File: src/rtl/hazard_scoreboard.sv
// Hazard controller for the 5-stage core: forwarding, load-use/scoreboard stalls, branch flush,
// and a single long-latency unit tracker. Optional perf counters under HAZARD_PERF_EN.
module hazard_scoreboard #(
  parameter int unsigned NREG    = 32,
  parameter int unsigned AW      = $clog2(NREG),
  parameter int unsigned MAX_LAT = 16,
  parameter int unsigned LW      = $clog2(MAX_LAT + 1)
) (
  input  logic          clk,
  input  logic          reset,
  input  logic [AW-1:0] Rs1D,
  input  logic [AW-1:0] Rs2D,
  input  logic [AW-1:0] RdD,
  input  logic          LongOpD,
  input  logic [AW-1:0] Rs1E,
  input  logic [AW-1:0] Rs2E,
  input  logic [AW-1:0] RdE,
  input  logic          LoadE,
  input  logic          LongIssueE,
  input  logic [LW-1:0] LongLatE,
  input  logic          PCSrcE,
  input  logic [AW-1:0] RdM,
  input  logic [AW-1:0] RdW,
  input  logic          RegWriteM,
  input  logic          RegWriteW,
  output logic [1:0]    forwardAE,
  output logic [1:0]    forwardBE,
  output logic          stallF,
  output logic          stallD,
  output logic          flushD,
  output logic          flushE,
  output logic          LongWbV,
  output logic [AW-1:0] LongWbRd,
  output logic          LongBusy
`ifdef HAZARD_PERF_EN
  ,
  output logic [31:0]   PerfStallCnt,
  output logic [31:0]   PerfFlushCnt,
  output logic [31:0]   PerfLongCnt
`endif
);

  localparam logic [1:0] FWD_RF  = 2'b00;
  localparam logic [1:0] FWD_WB  = 2'b01;
  localparam logic [1:0] FWD_MEM = 2'b10;

  typedef enum logic {IDLE, RUN} longStateT;

  longStateT       state, stateNext;
  logic [LW-1:0]   cnt, cntNext;
  logic            wbVNext;
  logic [AW-1:0]   wbRdNext;
  logic [NREG-1:0] busy, busyNext;
  logic            setBusy, clrBusy, acceptIssue;
  logic [LW-1:0]   latClamped;
  logic            lwStall, sbStall, issueHit, stall;

  // Forwarding selects; Memory stage wins over Writeback
  always_comb begin
    forwardAE = FWD_RF;
    forwardBE = FWD_RF;
    if (RegWriteM && (Rs1E == RdM) && (Rs1E != '0))      forwardAE = FWD_MEM;
    else if (RegWriteW && (Rs1E == RdW) && (Rs1E != '0)) forwardAE = FWD_WB;
    if (RegWriteM && (Rs2E == RdM) && (Rs2E != '0))      forwardBE = FWD_MEM;
    else if (RegWriteW && (Rs2E == RdW) && (Rs2E != '0)) forwardBE = FWD_WB;
  end

  // Stall and flush generation; a taken branch overrides any D-stage stall
  always_comb begin
    lwStall  = LoadE && (RdE != '0) && ((Rs1D == RdE) || (Rs2D == RdE));
    issueHit = LongIssueE && (RdE != '0) &&
               ((RdE == Rs1D) || (RdE == Rs2D) || (RdE == RdD));
    sbStall  = busy[Rs1D] || busy[Rs2D] || busy[RdD] || issueHit ||
               (LongOpD && (LongBusy || LongIssueE));
    stall    = lwStall || sbStall;
    stallF   = stall && !PCSrcE;
    stallD   = stall && !PCSrcE;
    flushE   = stall || PCSrcE;
    flushD   = PCSrcE;
  end

  // Latency clamped into [2, MAX_LAT] so the counter always sees at least one RUN step
  always_comb begin
    latClamped = LongLatE;
    if (LongLatE < LW'(2))            latClamped = LW'(2);
    else if (LongLatE > LW'(MAX_LAT)) latClamped = LW'(MAX_LAT);
  end

  assign LongBusy = (state == RUN);

  // Long-unit next state; writeback is a registered one-cycle pulse
  always_comb begin
    stateNext   = state;
    cntNext     = cnt;
    wbVNext     = 1'b0;
    wbRdNext    = LongWbRd;
    setBusy     = 1'b0;
    clrBusy     = 1'b0;
    acceptIssue = 1'b0;
    case (state)
      IDLE: begin
        if (LongIssueE) begin
          stateNext   = RUN;
          cntNext     = latClamped - LW'(1);
          wbRdNext    = RdE;
          setBusy     = (RdE != '0);
          acceptIssue = 1'b1;
        end
      end
      RUN: begin
        if (LongWbV) begin
          stateNext = IDLE;
          clrBusy   = 1'b1;
        end else begin
          cntNext = cnt - LW'(1);
          if (cnt == LW'(1)) wbVNext = 1'b1;
        end
      end
      default: stateNext = IDLE;
    endcase
  end

  always_comb begin
    busyNext = busy;
    if (setBusy) busyNext[RdE] = 1'b1;
    if (clrBusy) busyNext[LongWbRd] = 1'b0;
    busyNext[0] = 1'b0;
  end

  always_ff @(posedge clk) begin
    if (!reset) begin
      state    <= IDLE;
      cnt      <= '0;
      LongWbV  <= 1'b0;
      LongWbRd <= '0;
      busy     <= '0;
    end else begin
      state    <= stateNext;
      cnt      <= cntNext;
      LongWbV  <= wbVNext;
      LongWbRd <= wbRdNext;
      busy     <= busyNext;
    end
  end

`ifdef HAZARD_PERF_EN
  // Free-running event counters, wrapping at 2^32
  always_ff @(posedge clk) begin
    if (!reset) begin
      PerfStallCnt <= '0;
      PerfFlushCnt <= '0;
      PerfLongCnt  <= '0;
    end else begin
      if (stallD)      PerfStallCnt <= PerfStallCnt + 32'd1;
      if (PCSrcE)      PerfFlushCnt <= PerfFlushCnt + 32'd1;
      if (acceptIssue) PerfLongCnt  <= PerfLongCnt + 32'd1;
    end
  end
`endif

endmodule

File: config.mk
export PLATFORM = sky130hd
export DESIGN_NAME = hazard_scoreboard
export DESIGN_NICKNAME = d
export VERILOG_FILES = /design/src/rtl/hazard_scoreboard.sv
export SDC_FILE = /design/constraint.sdc
export NUM_CORES = 1
export LEC_CHECK = 0
export ABC_AREA = 1
export CAP_MARGIN = 30
export CELL_PAD_IN_SITES_DETAIL_PLACEMENT = 0
export CELL_PAD_IN_SITES_GLOBAL_PLACEMENT = 1
export CORE_ASPECT_RATIO = 1.25
export CORE_MARGIN = 2
export CORE_UTILIZATION = 36
export CTS_CLUSTER_DIAMETER = 150
export CTS_CLUSTER_SIZE = 20
export DETAILED_ROUTE_END_ITERATION = 12
export PLACE_DENSITY = 0.82
export SLEW_MARGIN = 10
export SYNTH_ARGS = -nofsm -noshare
export SYNTH_HDL_FRONTEND = slang
export SYNTH_SLANG_ARGS = --single-unit
File: constraint.sdc
create_clock -name clk -period 1.7 [get_ports clk]
set_clock_uncertainty 0.1 [all_clocks]
set_input_delay 0.17 -clock clk [delete_from_list [all_inputs] [get_ports clk]]
set_output_delay 0.17 -clock clk [all_outputs]
set_load 0.03 [all_outputs]
==> impl_metrics.env, run 1 <==
export IMPL_antenna_cells=0
export IMPL_period_share=1.124
export IMPL_die_y_um=115.6
export IMPL_wl_mm=14.01
export IMPL_wire_per_inst_um=15.93
export IMPL_crit_type="reg2out"
export IMPL_ys_seq_elements=43
export IMPL_path_max_fanout=4
export IMPL_synthFlopType="dfxtp_1"
export IMPL_grt_max_degree=17
export IMPL_hpwl_mm=10.67
export IMPL_fmax_ghz=0.5236
export IMPL_antenna_found_initial=0
export IMPL_path_clk_slew_ps=60
export IMPL_gp_congestion=0.9266
export IMPL_stdcell_count=880
export IMPL_dieArea_um2=10790
export IMPL_fin_crit_ps=1910
export IMPL_dr_pass1_iters=5
export IMPL_crit_arrival_ps=1640
export IMPL_syn_to_final_growth_pct=54.04
export IMPL_track_usage=0.2604
export IMPL_drtIter0Drc=324
export IMPL_tightest_slew_ps=404.9
export IMPL_rows=40
export IMPL_r2r_start="LongWbV"
export IMPL_required_ps=1430
export IMPL_r2r_end="busy[2]"
export IMPL_slew_violations=0
export IMPL_ys_types=39
export IMPL_cts_path_max_buffers=2
export IMPL_yosysSeqAreaShare=0.2399
export IMPL_slew_limit_headroom=0.7272
export IMPL_nFillCells=963
export IMPL_synth_largest_area_cell="dfxtp_1"
export IMPL_ant_nets=0
export IMPL_synth_net_count=658
export IMPL_syn_avg_cell_area_um2=5.961
export IMPL_portBuffers=67
export IMPL_die_w_um=93.30
export IMPL_setup_tns_ps=-607.6
export IMPL_finalHoldViolations=0
export IMPL_final_util=0.5723
export IMPL_cts_buffers=5
export IMPL_synth_edf_count=0
export IMPL_ios=68
export IMPL_hp_class="reg2reg"
export IMPL_grt_pass1_vias=4621
export IMPL_synthArstFlopShare=0
export IMPL_ir_worst_vdd_v=0.0004283
export IMPL_worstHoldEndpoint="LongWbV"
export IMPL_synth_cells=602
export IMPL_synth_top_area_frac=0.2399
export IMPL_yosysWarnings=0
export IMPL_layout_drive_gt1_share=0.2984
export IMPL_violations="setup timing"
export IMPL_cts_sinks=43
export IMPL_syn_area_um2=3588
export IMPL_r2r_cells=5
export IMPL_p_leak_uw=0.002622
export IMPL_p_total_uw=3177
export IMPL_clockRootBuffer="clkbuf_16"
export IMPL_drcViolationCount=0
export IMPL_timing_hold_ws_ps=354.3
export IMPL_vias=4773
export IMPL_cts_tree="done"
export IMPL_vias_per_cell=5.424
export IMPL_coreArea_um2=9659
export IMPL_h_tree_depth=2
export IMPL_synth_area_leaders="dfxtp_1 24%, nand2_1 19%, nand3_1 13%, inv_1 7.1%, a21oi_1 6.1%"
export IMPL_rsz0062_at_grt="yes"
export IMPL_critPathCaptureType="output port"
export IMPL_grt_ovfl_total=0
export IMPL_start_util=0.3715
export IMPL_clk_latency_ps=290
export IMPL_power_density_nw_per_um2=574.7
export IMPL_dp_cells=854
export IMPL_whs_path_depth=1
export IMPL_grt_pass1_wl_mm=22.03
export IMPL_fin_nets=809
export IMPL_cp_start_kind="register"
export IMPL_fin_ws_ps=-210.0
export IMPL_maxCapViolations=0
export IMPL_status="finished with violations"
export IMPL_hold_start="cnt[3]"
export IMPL_regToRegSetupSlack_ps=190
export IMPL_setup_viol=3
## state kept, by name (all words and copies together) (netlist names)
| register | cells |
|---|---|
| LongBusy | 1 |
| LongWbRd | 5 |
| LongWbV | 1 |
| busy | 31 |
| cnt | 5 |
## stage by stage
step	cell area [µm²]	setup WS (ps)
after global routing	5528	-329.4
after CTS	5346	-198.6
after detailed placement	4933	-512.3
after floorplan	3610	-23.14
after global placement	4933	-486.7
final	5528	-210.0
## power by group
| part | internal, µW | leakage (µW) | switching, µW |
|---|---|---|---|
| registers | 1040 | 0.000354 | 29.5 |
| logic | 488 | 0.00219 | 600 |
| clock network | 626 | 0.0000772 | 393 |
## worst max-delay path by stage
stage	from	end	slack [ps]
after floorplan	Rs2E[2]	forwardBE[0]	-20
after global placement	RdD[0]	flushE	-490
after detailed placement	RdD[0]	flushE	-510
after CTS	busy[15]	flushE	-200
after global routing	busy[23]	flushE	-330
final	busy[11]	stallD	-210
## synthesized netlist by cell type, types with 5 or more instances
library cell	count
buf_4	5
o211ai_1	10
xnor2_1	6
nand3_1	95
inv_1	68
nor3_1	12
xor2_1	8
nand2_1	177
o21ai_0	43
dfxtp_1	43
nor2_1	21
buf_6	8
a21oi_1	44
inv_2	10
## cell usage in the layout, fill, tap and decap left out, drive strengths merged
master / synthesis / routed
a21oi: 45 / 45
nor2: 25 / 25
xnor2: 6 / 6
or2: 1 / 1
nand3b: 1 / 1
dlymetal6s2s: 0 / 4
clkbuf: 4 / 9
a22oi: 1 / 1
clkdlybuf4s50: 0 / 16
nand3: 96 / 96
clkdlybuf4s15: 0 / 2
dfxtp: 43 / 43
clkinvlp: 0 / 1
ha: 3 / 3
xor2: 8 / 8
a211o: 1 / 1
nor3: 15 / 15
dlygate4sd2: 0 / 35
bufbuf: 0 / 2
nand2: 180 / 180
a221oi: 3 / 3
inv: 81 / 81
a211oi: 1 / 1
o211ai: 10 / 10
nor3b: 1 / 1
buf: 17 / 104
o2111ai: 3 / 3
o22ai: 3 / 3
nand4: 3 / 3
a31oi: 1 / 1
nor4: 4 / 4
o21ai: 46 / 46
## cell type report
class                   count  area (µm²)  share of cell area
clock buffers               8       156.4             0.02829
inverters                  81       339.1             0.06134
repair inverters            1       7.507            0.001358
repair buffers            164        1545              0.2795
multi-input cells         457        2450              0.4432
flip-flops and latches     43       872.1              0.1578
well taps                 126       157.7             0.02852
## worst max-delay path, stage by stage, from the launching register on
cell and delay, ps:
dfxtp_1 320, inv_2 50, buf_4 120, nand2_1 60
nand3_2 80, nand3_2 70, nand3_2 90, nand2_1 70
nand2_1 60, nand2_2 70, nor2_4 50, a21oi_4 160
buf_6 150
## cells by family after synthesis
family,Yosys count,synth area share
adder cells (fa/ha/maj),3,0.01046
AND/OR/NAND/NOR,326,0.4045
AO/OA/AOI/OAI,114,0.1782
buffers and inverters,102,0.1328
XOR/XNOR,14,0.03417
flip-flops,43,0.2399
## layer usage
metal	GRT usage	wire length (µm)
met5	0	0
met4	0.1608	766
met3	0.03316	834
met2	0.4844	7122
met1	0.2764	5290
## timing repair
action | CTS | global route
gates resized for setup | 105 | 63
pin swaps | 24 | 34
hold buffers | 0 | 0
gates cloned | 4 | 0
setup buffers | 11 | 3
endpoints found under the setup margin | 9 | 11
No activity file was read; power rests on OpenSTA's default activity.
==> run 2, diff against run 1 <==
- TNS_END_PERCENT: unset -> 10
==> run 2 against run 1 <==
  * The run still ends with setup timing left
  * Register-to-register slack worse by 90 ps
  * Fmax rose by 0.82%
  * Clock power fell by 9.5%
  * Die area unchanged
  * Design area is 4.2% lower
  * Power is 4.9% lower
  * First-iteration DRC count shrank 27%
  * Final cell count is 1.8% lower
  * Sequential share of layout area rose by 0.78 points
  * Combinational power shrank 6%
  * Worst hold slack lost 46 ps
  * Largest cell class unchanged
==> impl_metrics.env, run 2 (synthesis gave the netlist of run 1 again) <==
export IMPL_final_util=0.5484
export IMPL_ios=68
export IMPL_fin_nets=793
export IMPL_drtIter0Drc=238
export IMPL_p_leak_uw=0.002534
export IMPL_wl_mm=13.41
export IMPL_layout_commonest_cell="nand2_1"
export IMPL_antenna_cells=0
export IMPL_coreArea_um2=9659
export IMPL_regToRegSetupSlack_ps=100
export IMPL_cts_sinks=43
export IMPL_vias=4565
export IMPL_regMostFlops="busy"
export IMPL_place_area_um2=4885
export IMPL_rows=40
export IMPL_dr_pass1_iters=5
export IMPL_reg_top3="busy (31), LongWbRd (5), cnt (5)"
export IMPL_status="finished with violations"
export IMPL_die_w_um=93.30
export IMPL_period_share=1.114
export IMPL_finalHoldViolations=0
export IMPL_p_total_uw=3021
export IMPL_hpwl_mm=10.68
export IMPL_violations="setup timing"
export IMPL_wire_per_inst_um=15.52
export IMPL_maxCapViolations=0
export IMPL_drcViolationCount=0
export IMPL_ir_worst_vdd_v=0.0008671
export IMPL_required_ps=1430
export IMPL_cts_buffers=5
export IMPL_vias_per_cell=5.284
export IMPL_layout_drive_gt1_share=0.2642
export IMPL_stdcell_area_um2=5298
export IMPL_hp_class="in2reg"
export IMPL_start_util=0.3715
export IMPL_final_cell_mix="170 x nand2_1, 85 x nand3_1, 69 x buf_4, 44 x a21oi_1, 43 x o21ai_0"
export IMPL_crit_type="reg2out"
export IMPL_crit_arrival_ps=1620
export IMPL_ant_nets=0
export IMPL_dp_cells=847
export IMPL_fmax_ghz=0.5278
export IMPL_h_tree_depth=2
export IMPL_syn_to_final_growth_pct=47.63
export IMPL_path_max_fanout=4
export IMPL_grt_ovfl_total=0
export IMPL_cts_path_max_buffers=2
export IMPL_grt_pass1_wl_mm=21.68
export IMPL_slew_violations=0
export IMPL_fin_crit_ps=1894
export IMPL_gp_congestion=0.8875
export IMPL_tightest_slew_ps=365.4
export IMPL_largest_reg_flops=31
export IMPL_cp_start_kind="register"
export IMPL_track_usage=0.2514
export IMPL_critPathCaptureType="output port"
export IMPL_setup_viol=6
export IMPL_path_clk_slew_ps=60
export IMPL_rsz0062_at_grt="yes"
export IMPL_clk_latency_ps=280
export IMPL_grt_max_degree=31
export IMPL_clockRootBuffer="clkbuf_16"
export IMPL_power_density_nw_per_um2=570.2
export IMPL_fin_ws_ps=-194.5
export IMPL_cts_tree="done"
export IMPL_stdcell_count=864
export IMPL_slew_limit_headroom=0.7557
export IMPL_dieArea_um2=10790
export IMPL_die_y_um=115.6
export IMPL_antenna_found_initial=0
export IMPL_portBuffers=67
export IMPL_grt_pass1_vias=4653
export IMPL_holdBufCountCts=0
run 2: area by class of cell:
type | count | area, µm²
clock buffer | 7 | 132.6
clock inverter | 1 | 5.005
fill | 995 | 4362
inverter | 81 | 331.6
multi-input combinational | 457 | 2390
sequential | 43 | 877.1
tap | 126 | 157.7
timing repair buffer | 149 | 1404
run 2: metrics by stage:
| stage | TNS (ps) | hold WS [ps] | worst slack [ps] |
|---|---|---|---|
| floorplan | -174.1 | 251.8 | -151.0 |
| global placement | -5949 | 341.1 | -464.0 |
| detailed placement | -6221 | 339.7 | -436.3 |
| CTS | -817.7 | 350.4 | -172.2 |
| global route | -1402 | 360.3 | -294.6 |
| finish | -823.7 | 308.1 | -194.5 |
run 2: power by group:
part / leakage, µW / switching (µW) / internal, µW
sequential: 0.000356 / 31.2 / 1040
combinational: 0.00211 / 567 / 460
clock: 0.0000679 / 380 / 543
run 2: final timing paths:
| kind | cells after the start | startpoint | endpoint |
|---|---|---|---|
| max reg2reg | 5 | LongBusy | busy[3] |
| min reg2reg | 1 | LongWbV | LongWbV |
| max | 11 | busy[21] | flushE |
| min | 5 | RdE[2] | busy[2] |
run 2: per-layer routing:
metal / up-vias / wire, µm / global-route usage / share of wire
met2: 181 / 6771 / 0.4691 / 0.50
li1: 2272 / - / - / -
met4: 0 / 623 / 0.1333 / 0.046
met5: - / 0 / 0 / 0
met1: 2061 / 5356 / 0.2792 / 0.40
met3: 51 / 662 / 0.02471 / 0.049
run 2: what timing repair did:
item	CTS	global route
setup buffers	5	2
resized for setup	98	39
setup endpoints to repair	10	16
gates cloned	2	0
pin swaps	26	8
run 2: worst max-delay path: stages (launching register included):
cell,delay [ps]
dfxtp_2,310
inv_2,80
nand2_1,60
o211ai_1,80
nand3_1,130
nand2_1,100
nand2_1,70
nand3_2,60
nand2_2,60
nor2_4,130
nand3b_1,100
buf_6,150
